### config.mk
export PLATFORM = sky130hd
export DESIGN_NAME = mwtxpkt_scheduler_flat
export DESIGN_NICKNAME = d
export VERILOG_FILES = /design/src/rtl/mwtxpkt_pkg.sv /design/src/rtl/mwtxpkt_scheduler_if.sv /design/src/rtl/mwrr_arbiter.sv /design/src/rtl/mwtxpkt_scheduler.sv /design/src/flat_wrapper.sv
export SDC_FILE = /design/constraint.sdc
export NUM_CORES = 1
export LEC_CHECK = 0
export CAP_MARGIN = 20
export CORE_MARGIN = 1
export CORE_UTILIZATION = 45
export DETAILED_ROUTE_END_ITERATION = 8
export PLACE_DENSITY = 0.8
export SETUP_SLACK_MARGIN = 0.3
export SLEW_MARGIN = 20
export SYNTH_ARGS = -nofsm -noshare
export SYNTH_HDL_FRONTEND = slang
export SYNTH_SLANG_ARGS = --single-unit
### constraint.sdc
create_clock -name dutclk -period 3 [get_ports dutclk]
set_input_delay 0.6 -clock dutclk [delete_from_list [all_inputs] [get_ports dutclk]]
set_output_delay 0.6 -clock dutclk [all_outputs]
set_load 0.005 [all_outputs]
### src/rtl/mwtxpkt_pkg.sv
// rtl/mwtxpkt_pkg.sv - shared state encoding, header length and round-robin helper
package mwtxpkt_pkg;

  typedef enum logic [2:0] {
    ST_IDLE    = 3'd0,
    ST_HDR_HI  = 3'd1,
    ST_HDR_LO  = 3'd2,
    ST_PAYLOAD = 3'd3,
    ST_DRAIN   = 3'd4
  } state_t;

  localparam int HDR_BYTES = 2;

  // First requester at or after ptr, wrapping at n; returns ptr when nothing requests.
  function automatic logic [2:0] rr_next(input logic [7:0] req, input logic [2:0] ptr, input int n);
    logic [2:0] pick;
    pick = ptr;
    for (int k = 7; k >= 0; k--) begin
      if (k < n && req[3'((int'(ptr) + k) % n)]) begin
        pick = 3'((int'(ptr) + k) % n);
      end
    end
    return pick;
  endfunction

endpackage

### src/rtl/mwtxpkt_scheduler_if.sv
// rtl/mwtxpkt_scheduler_if.sv - stream sources and TX buffer write port bundle
interface mwtxpkt_scheduler_if #(
  parameter int NUM_CH    = 4,
  parameter int DATAWIDTH = 8
);
  logic [NUM_CH*DATAWIDTH-1:0] s_axis_tdata;
  logic [NUM_CH-1:0]           s_axis_tvalid;
  logic [NUM_CH-1:0]           s_axis_tlast;
  logic [NUM_CH-1:0]           s_axis_tready;
  logic [DATAWIDTH-1:0]        txbuffer_data;
  logic                        txbuffer_datavld;
  logic                        txbuffer_eop;
  logic                        txbuffer_afull;

  modport slave (
    input  s_axis_tdata, s_axis_tvalid, s_axis_tlast, txbuffer_afull,
    output s_axis_tready, txbuffer_data, txbuffer_datavld, txbuffer_eop
  );

  modport master (
    output s_axis_tdata, s_axis_tvalid, s_axis_tlast, txbuffer_afull,
    input  s_axis_tready, txbuffer_data, txbuffer_datavld, txbuffer_eop
  );
endinterface

### src/rtl/mwrr_arbiter.sv
// rtl/mwrr_arbiter.sv - combinational rotating-priority arbiter
module mwrr_arbiter
  import mwtxpkt_pkg::*;
#(
  parameter int NUM_CH = 4
) (
  input  logic [NUM_CH-1:0] req_i,
  input  logic [2:0]        ptr_i,
  input  logic              en_i,
  output logic [2:0]        grant_o,
  output logic              valid_o
);

  assign grant_o = rr_next(8'(req_i), ptr_i, NUM_CH);
  assign valid_o = en_i & (|req_i);

endmodule

### src/rtl/mwtxpkt_scheduler.sv
// rtl/mwtxpkt_scheduler.sv - round-robin packet scheduler into one TX buffer write port
module mwtxpkt_scheduler
  import mwtxpkt_pkg::*;
#(
  parameter int                   NUM_CH      = 4,
  parameter int                   DATAWIDTH   = 8,
  parameter logic [NUM_CH*16-1:0] DSTPORTS    = {NUM_CH{16'd8}},
  parameter int                   MAX_PKT_LEN = 1024,
  parameter int                   CNTW        = 11
) (
  input  logic                dutclk,
  input  logic                reset,
  mwtxpkt_scheduler_if.slave  bus,
  output logic [2:0]          grant_ch,
  output logic                busy,
  output logic                overflow_err
);

  localparam int              HDR_W    = 8 * HDR_BYTES;
  localparam logic [CNTW-1:0] CNT_LAST = CNTW'(MAX_PKT_LEN - 1);

  state_t               state_q, state_d;
  logic [2:0]           rr_q, rr_d;
  logic [2:0]           grant_q, grant_d;
  logic [CNTW-1:0]      cnt_q, cnt_d, cnt_inc;
  logic                 ovf_q, ovf_d;
  logic [DATAWIDTH-1:0] txd_q, txd_d;
  logic                 txv_q, txv_d;
  logic                 txe_q, txe_d;

  logic [NUM_CH-1:0]    sel_oh;
  logic [NUM_CH-1:0]    tready;
  logic                 cur_valid, cur_last;
  logic [DATAWIDTH-1:0] cur_data;
  logic [HDR_W-1:0]     cur_hdr;
  logic [2:0]           rr_after;
  logic [2:0]           arb_grant;
  logic                 arb_valid;

  mwrr_arbiter #(.NUM_CH(NUM_CH)) u_arb (
    .req_i   (bus.s_axis_tvalid),
    .ptr_i   (rr_q),
    .en_i    (state_q == ST_IDLE),
    .grant_o (arb_grant),
    .valid_o (arb_valid)
  );

  always_comb begin
    cur_data = '0;
    cur_hdr  = '0;
    for (int i = 0; i < NUM_CH; i++) begin
      if (grant_q == 3'(i)) begin
        cur_data = bus.s_axis_tdata[i*DATAWIDTH +: DATAWIDTH];
        cur_hdr  = DSTPORTS[i*HDR_W +: HDR_W];
      end
    end
  end

  assign sel_oh    = {{(NUM_CH-1){1'b0}}, 1'b1} << grant_q;
  assign cur_valid = |(bus.s_axis_tvalid & sel_oh);
  assign cur_last  = |(bus.s_axis_tlast & sel_oh);
  assign rr_after  = (grant_q == 3'(NUM_CH - 1)) ? 3'd0 : grant_q + 3'd1;
  // Saturate so a runaway source can never wrap the beat count.
  assign cnt_inc   = (cnt_q == '1) ? cnt_q : cnt_q + CNTW'(1);

  always_comb begin
    state_d = state_q;
    rr_d    = rr_q;
    grant_d = grant_q;
    cnt_d   = cnt_q;
    ovf_d   = ovf_q;
    txd_d   = '0;
    txv_d   = 1'b0;
    txe_d   = 1'b0;
    tready  = '0;
    unique case (state_q)
      ST_IDLE: begin
        if (arb_valid) begin
          grant_d = arb_grant;
          cnt_d   = '0;
          state_d = ST_HDR_HI;
        end
      end
      ST_HDR_HI: begin
        if (!bus.txbuffer_afull) begin
          txv_d   = 1'b1;
          txd_d   = DATAWIDTH'(cur_hdr[HDR_W-1 -: 8]);
          state_d = ST_HDR_LO;
        end
      end
      ST_HDR_LO: begin
        if (!bus.txbuffer_afull) begin
          txv_d   = 1'b1;
          txd_d   = DATAWIDTH'(cur_hdr[7:0]);
          state_d = ST_PAYLOAD;
        end
      end
      ST_PAYLOAD: begin
        if (!bus.txbuffer_afull) begin
          tready = sel_oh;
        end
        if (cur_valid && !bus.txbuffer_afull) begin
          txv_d = 1'b1;
          txd_d = cur_data;
          cnt_d = cnt_inc;
          if (cur_last) begin
            txe_d   = 1'b1;
            rr_d    = rr_after;
            state_d = ST_IDLE;
          end else if (cnt_q == CNT_LAST) begin
            txe_d   = 1'b1;
            ovf_d   = 1'b1;
            state_d = ST_DRAIN;
          end
        end
      end
      ST_DRAIN: begin
        // Swallow the rest of an oversize packet regardless of buffer state.
        tready = sel_oh;
        if (cur_valid && cur_last) begin
          rr_d    = rr_after;
          state_d = ST_IDLE;
        end
      end
      default: state_d = ST_IDLE;
    endcase
  end

  always_ff @(posedge dutclk or posedge reset) begin
    if (reset) begin
      state_q <= ST_IDLE;
      rr_q    <= '0;
      grant_q <= '0;
      cnt_q   <= '0;
      ovf_q   <= 1'b0;
      txd_q   <= '0;
      txv_q   <= 1'b0;
      txe_q   <= 1'b0;
    end else begin
      state_q <= state_d;
      rr_q    <= rr_d;
      grant_q <= grant_d;
      cnt_q   <= cnt_d;
      ovf_q   <= ovf_d;
      txd_q   <= txd_d;
      txv_q   <= txv_d;
      txe_q   <= txe_d;
    end
  end

  assign bus.s_axis_tready    = tready;
  assign bus.txbuffer_data    = txd_q;
  assign bus.txbuffer_datavld = txv_q;
  assign bus.txbuffer_eop     = txe_q;
  assign grant_ch             = grant_q;
  assign busy                 = (state_q != ST_IDLE);
  assign overflow_err         = ovf_q;

endmodule

### src/flat_wrapper.sv
// flat-port wrapper written by rule: the top's interface ports become plain ports
module mwtxpkt_scheduler_flat import mwtxpkt_pkg::*;
#(
  parameter int                   NUM_CH      = 4,
  parameter int                   DATAWIDTH   = 8,
  parameter logic [NUM_CH*16-1:0] DSTPORTS    = {NUM_CH{16'd8}},
  parameter int                   MAX_PKT_LEN = 1024,
  parameter int                   CNTW        = 11
)
  (dutclk, reset, grant_ch, busy, overflow_err, bus_s_axis_tdata, bus_s_axis_tvalid, bus_s_axis_tlast, bus_txbuffer_afull, bus_s_axis_tready, bus_txbuffer_data, bus_txbuffer_datavld, bus_txbuffer_eop);
  mwtxpkt_scheduler_if #(.NUM_CH(NUM_CH), .DATAWIDTH(DATAWIDTH)) bus_i ();
  input  logic dutclk;
  input  logic reset;
  output logic [2:0] grant_ch;
  output logic busy;
  output logic overflow_err;
  input wire logic [$bits(bus_i.s_axis_tdata)-1:0] bus_s_axis_tdata;
  input wire logic [$bits(bus_i.s_axis_tvalid)-1:0] bus_s_axis_tvalid;
  input wire logic [$bits(bus_i.s_axis_tlast)-1:0] bus_s_axis_tlast;
  input wire logic [$bits(bus_i.txbuffer_afull)-1:0] bus_txbuffer_afull;
  output wire logic [$bits(bus_i.s_axis_tready)-1:0] bus_s_axis_tready;
  output wire logic [$bits(bus_i.txbuffer_data)-1:0] bus_txbuffer_data;
  output wire logic [$bits(bus_i.txbuffer_datavld)-1:0] bus_txbuffer_datavld;
  output wire logic [$bits(bus_i.txbuffer_eop)-1:0] bus_txbuffer_eop;
  assign bus_i.s_axis_tdata = bus_s_axis_tdata;
  assign bus_i.s_axis_tvalid = bus_s_axis_tvalid;
  assign bus_i.s_axis_tlast = bus_s_axis_tlast;
  assign bus_i.txbuffer_afull = bus_txbuffer_afull;
  assign bus_s_axis_tready = bus_i.s_axis_tready;
  assign bus_txbuffer_data = bus_i.txbuffer_data;
  assign bus_txbuffer_datavld = bus_i.txbuffer_datavld;
  assign bus_txbuffer_eop = bus_i.txbuffer_eop;
  mwtxpkt_scheduler #(.NUM_CH(NUM_CH), .DATAWIDTH(DATAWIDTH), .DSTPORTS(DSTPORTS), .MAX_PKT_LEN(MAX_PKT_LEN), .CNTW(CNTW)) u_core (.dutclk(dutclk), .reset(reset), .bus(bus_i), .grant_ch(grant_ch), .busy(busy), .overflow_err(overflow_err));
endmodule
# == Yosys cells after proc, flatten, opt, wreduce, memory -nomap -nowiden ==
# Cells that the tools add are included.
# classes
add_sub_neg,5
order_cmp,4
n_eq_ne,17
n_shift,1
muxes,52
bitwise_logic,7
reduce_logical,20
# op_table
operator,n
3-bit 2-to-1 mux,15
8-bit 2-to-1 mux,5
11-bit 2-to-1 mux,3
4-bit 2-to-1 mux,6
8-bit one-hot mux with 3 select lines,1
11-bit one-hot mux with 2 select lines,1
"3-bit by 5-bit less-than comparator with 1-bit output, second input constant",3
3-bit one-hot mux with 5 select lines,1
1-bit 2-to-1 mux,13
"3-bit by 2-bit equality test with 1-bit output, second input constant",4
4-bit AND reduction,3
4-bit OR reduction,3
"11-bit by 1-bit adder with 11-bit output, second input constant",1
"11-bit by 10-bit equality test with 1-bit output, second input constant",1
"11-bit equality test, second input constant",1
1-bit binary-select mux with 3-bit select,3
4-bit bitwise AND,2
"2-bit by 1-bit inequality test with 1-bit output, second input constant",4
4-bit one-hot mux with 2 select lines,1
2-bit OR reduction,4
"3-bit by 1-bit equality test with 1-bit output, second input constant",2
3-bit logical NOT,2
"2-bit inequality test, second input constant",3
3-bit one-hot mux with 2 select lines,1
other kinds (18),23
# totals
reg_bits,31
inputBits,43
output_inout_bits,19
word_cells,114

# == Depth between registers and ports, before layout ==
# logic_depth
word_depth,10
mapped_depth,8

# == Cells and area by module ==
# Synthesis repeated with hierarchy kept, for this count alone.
# hier_totals
cells_unflattened,211
hier_area_um2,1921.8
# modules_own_cells
mod,instances,cells_per_inst,area_each_um2
mwtxpkt_scheduler,1,194,1798.0
mwrr_arbiter,1,17,123.9

# == Worst setup path before layout ==
# No wires, ideal clock.
# synth_timing
path_type,register to register
start,reg u_core.grant_q[0] (netlist: u_core.grant_ch[0])
end,reg u_core.cnt_q[8]
setup_ns,0.078
arrival_ns,2.146
t_required_ns,2.922
slack_ns,0.776
stages_incl_launch_ff,8
path_cell_list,dfrtp_1 -> inv_1 -> ha_1 -> a22oi_1 -> a21o_1 -> o41a_1 -> or4_1 -> a21oi_1
# synth_via
elab_chain_len,6
# synth_lines
element,line,text
from (decl),mwtxpkt_scheduler.sv:24,"logic [2:0] grant_q, grant_d;"
from (signal assigned),mwtxpkt_scheduler.sv:142,grant_q <= grant_d;
1-bit by 3-bit << shifter with 4-bit output,mwtxpkt_scheduler.sv:59,"assign sel_oh = {{(NUM_CH-1){1'b0}}, 1'b1} << grant_q;"
4-bit bitwise AND,mwtxpkt_scheduler.sv:60,assign cur_valid = |(bus.s_axis_tvalid & sel_oh);
4-bit OR reduction,mwtxpkt_scheduler.sv:60,
1-bit logical AND,mwtxpkt_scheduler.sv:102,if (cur_valid && !bus.txbuffer_afull) begin
2-bit by 1-bit inequality test with 1-bit output (no line),--,
4-bit AND reduction (no line),--,
to (signal assigned),mwtxpkt_scheduler.sv:143,cnt_q <= cnt_d;
to (decl),mwtxpkt_scheduler.sv:25,"logic [CNTW-1:0] cnt_q, cnt_d, cnt_inc;"
# Every way passes these cells.
# A chain may end at the register's enable or synchronous reset.

# == Final worst setup path ==
# layout_timing
start,reg u_core.state_q[1]
end,out bus_s_axis_tready[1]
# layout_via
elab_chain_len,2
elab_cells_between_ends,3
# layout_lines
element,line,text
from (decl),mwtxpkt_scheduler.sv:22,"state_t state_q, state_d;"
from (signal assigned),mwtxpkt_scheduler.sv:140,state_q <= state_d;
3-bit equality test / 3-bit by 2-bit equality test with 1-bit output (equally long branches),mwtxpkt_scheduler.sv:76,unique case (state_q)
4-bit one-hot mux with 2 select lines (*),mwtxpkt_scheduler.sv:76,
to (decl),flat_wrapper.sv:21,output wire logic [$bits(bus_i.s_axis_tready)-1:0] bus_s_axis_tready;
# Mark *: on every way between the ends. The rest lies on a longest branch, timed or not.

==> impl_results.md <==
- Outcome: completed
- Fin nets: 312
- Post-Syn Instances: 197
- Final period utilization: 0.858
- H-tree levels: 2
- Yosys top cell area share: 0.426
- GR Util All Layers: 0.263
- Area contributors post-synth: dfrtp_1, a22oi_1, nor2_1
- Starting density of the core: 0.475
- Placed cell count: 305
- Core Region: about 3700 um2
- Worst EP arrival: 1.98 ns
- Dpl ws: 0.147 ns
- Hold WS: 0.466 ns
- Cells along the critical path: nand2_2 -> nor3_2 -> a21oi_2 -> nor2_2 -> and2_1 -> clkdlybuf4s50_1
- Number of global-route vias before repair: 1671
- Vias after detailed routing: 1824
- Seq/Total Area, Yosys: 0.426
- Total gr overflow: 0
- Initial drt markers: approximately 150
- Leading area contributor after synthesis: dfrtp_1
- CP max stage cell: clkdlybuf4s50_1
- TNS Setup: 0 ns
- Clk_lat worst skew: 0.29 ns
- CTS Sinks: 30
- Leakage: 1.07 nW
- CP required: 2.40 ns
- Number of vias per cell: ~5.8
- Largest stage delay, worst path: between 0.4 and 0.5 ns
- Pwr Total: around 1.9 mW
- Initial antenna violation count: 0
- Critical Path End Type: output pin
- Post-DRT Antenna Nets: 0
- Diodes inserted: 0
- Peak supply drop: approximately 0.55 mV
- Crit Path Category: flop to output pin
- Post-CTS Setup Bufs: 0
- Final Skew: 0.00588 ns
- Final Hold Viols: 0
- Highest clock rate: slightly below 0.4 GHz
- Reg clk slew, reported paths: 0.06 ns
- DR pass1 iterations: 4
- Final setup fails: 0
- Worst-path maximum fanout: 7
- Final setup slack of the worst path: 0.425 ns
- First-pass GRT wire length: 8.31 mm
- Gp weighted congestion: 0.848
- Area grow syn2layout: 47.0%
- Pwr per Cell Area: roughly 740 nW/um2
- Net Count, Synth: 245
- Post-DP HPWL: 3.71 mm
- IO Pins: 62
- Avg WL per Cell: 16.4 um
- TritonCTS clock tree: built
- Std cell rows: 22
- Commonest cells after routing, fill and taps aside: clkdlybuf4s50_1, dfrtp_1, nor2_1
- Hold Path Class: flop to flop
- Post-Layout Cell Count: 313
- Synth unique cells: 38
- Fin crit period: 2.58 ns
- Ratio of cells with drive above 1 in the final layout: 0.121
- Commonest non-fill, non-tap cell in the layout: clkdlybuf4s50_1
- Worst Path Buf+Inv: 1
- Slew @ Worst Pin: 0.663 ns
- Register bit total from synthesis: 30
- Rel. slew slack: 0.552
- Max Cap Viol: 0
- Largest net degree at the start of global routing: 31
- Synthesized area: 1760 um2
- DRC Markers: 0
- Port Buffers: 61
- Clock root buffer: clkbuf_8
- Die area: between 4000 and 5000 um2
- CTS buffer count: 5
- Unrepaired setup endpoints after global routing: no
- Synth warn: 0
- DRT Wirelength: 5.13 mm
- Die Y: 64.6 um
- CTS Buffer Depth: 2
- Syn Area/Cell: 8.96 um2
- Slew Limit Fails: 0
- Startpoint Class: flop
- Die width: roughly 65 um
- Largest delay share family, worst path: simple AND/OR/NAND/NOR gates
## area by class of cell
| cell class | count | area, um2 |
|---|---|---|
| tap | 48 | 60.1 |
| fill | 290 | 1120 |
| multi-input combinational | 151 | 973 |
| clock buffer | 8 | 110 |
| timing repair buffer | 69 | 669 |
| inverter | 7 | 26.3 |
| sequential | 30 | 753 |
## flip-flops by register name, summed over array words and instances, names as in the netlist
name                         count
u_core.cnt_q                    11
u_core.bus.txbuffer_data         8
u_core.grant_ch                  3
u_core.state_q                   3
u_core.rr_q                      2
u_core.bus.txbuffer_datavld      1
u_core.bus.txbuffer_eop          1
u_core.overflow_err              1
## cell families (layout without fill, tap and decap cells)
kind of cell	after synthesis	after routing	share of synthesized area
AND/OR/NAND/NOR	73	73	0.217
AO/OA/AOI/OAI	68	68	0.258
flip-flops	30	30	0.426
buffers and inverters	16	84	0.0340
adder cells (fa/ha/maj)	5	5	0.0355
multiplexers	5	5	0.0298
## layer usage
layer / wire length, um / track usage / up-vias / part of all wire
li1: - / - / 877 / -
met1: 2150 / 0.343 / 859 / 0.42
met2: 2580 / 0.441 / 83 / 0.50
met3: 353 / 0.0546 / 5 / 0.069
met4: 43 / 0.0750 / 0 / 0.0084
met5: 0 / 0 / - / 0
## cells in the mapped netlist, drive strengths merged
library cell / count
a22oi: 12
a31oi: 1
o21ai: 11
inv: 7
a211oi: 6
or2: 2
clkbuf: 9
o22ai: 8
a31o: 1
a221oi: 1
nor3: 4
mux2: 2
nand3: 5
mux2i: 3
nor2: 17
o21a: 1
nand4: 2
nand4b: 1
nand2: 16
a21oi: 11
nor4: 2
and2: 4
or4: 6
o221ai: 1
o22a: 1
or3: 5
o31ai: 4
and3b: 1
nor2b: 3
o41a: 1
dfrtp: 30
o41ai: 1
nand2b: 3
a21o: 3
ha: 5
or4b: 2
o211ai: 4
a311oi: 1
## metrics by stage
stage	util	instance area, um2
detailed placement	0.662	2460
finish	0.698	2590
CTS	0.695	2580
global route	0.698	2590
floorplan	-	1760
global placement	0.662	2460
## repair_timing
| action | 4_1_cts | 5_1_grt |
|---|---|---|
| endpoints found under the setup margin | 4 | 10 |
| hold buffers | 0 | 0 |
| pin swaps | 2 | 0 |
| resized for setup | 4 | 6 |
## power by group
| group | internal [mW] | total, mW | leakage [nW] | switching [mW] |
|---|---|---|---|---|
| clock | 0.232 | 0.391 | 0.0575 | 0.159 |
| combinational | 0.440 | 0.925 | 0.617 | 0.485 |
| sequential | 0.504 | 0.594 | 0.397 | 0.0902 |
| total | 1.18 | 1.91 | 1.07 | 0.734 |
## worst paths after layout
kind,from,endpoint,slack (ns),depth (start not counted)
min in group asynchronous,reset,u_core.cnt_q[3]$_DFFE_PP0P_,0.68,3
max in group asynchronous,reset,u_core.state_q[1]$_DFFE_PP0P_,2.02,3
worst max-delay path,u_core.state_q[1]$_DFFE_PP0P_,bus_s_axis_tready[1],0.42,6
worst min-delay path,u_core.overflow_err$_DFFE_PP0P_,u_core.overflow_err$_DFFE_PP0P_,0.47,1
worst max register to register,u_core.grant_ch[0]$_DFFE_PP0P_,u_core.cnt_q[9]$_DFFE_PP0P_,0.48,8
worst min register to register,u_core.overflow_err$_DFFE_PP0P_,u_core.overflow_err$_DFFE_PP0P_,0.47,1
## worst register-to-register path: stages, from the launching register on
cell	delay, ns
dfrtp_1	0.41
inv_1	0.14
ha_2	0.27
a22oi_1	0.13
a21o_1	0.24
o41a_2	0.57
buf_4	0.20
or3_1	0.33
a21oi_1	0.14
Power figures use the tool's default switching activity.
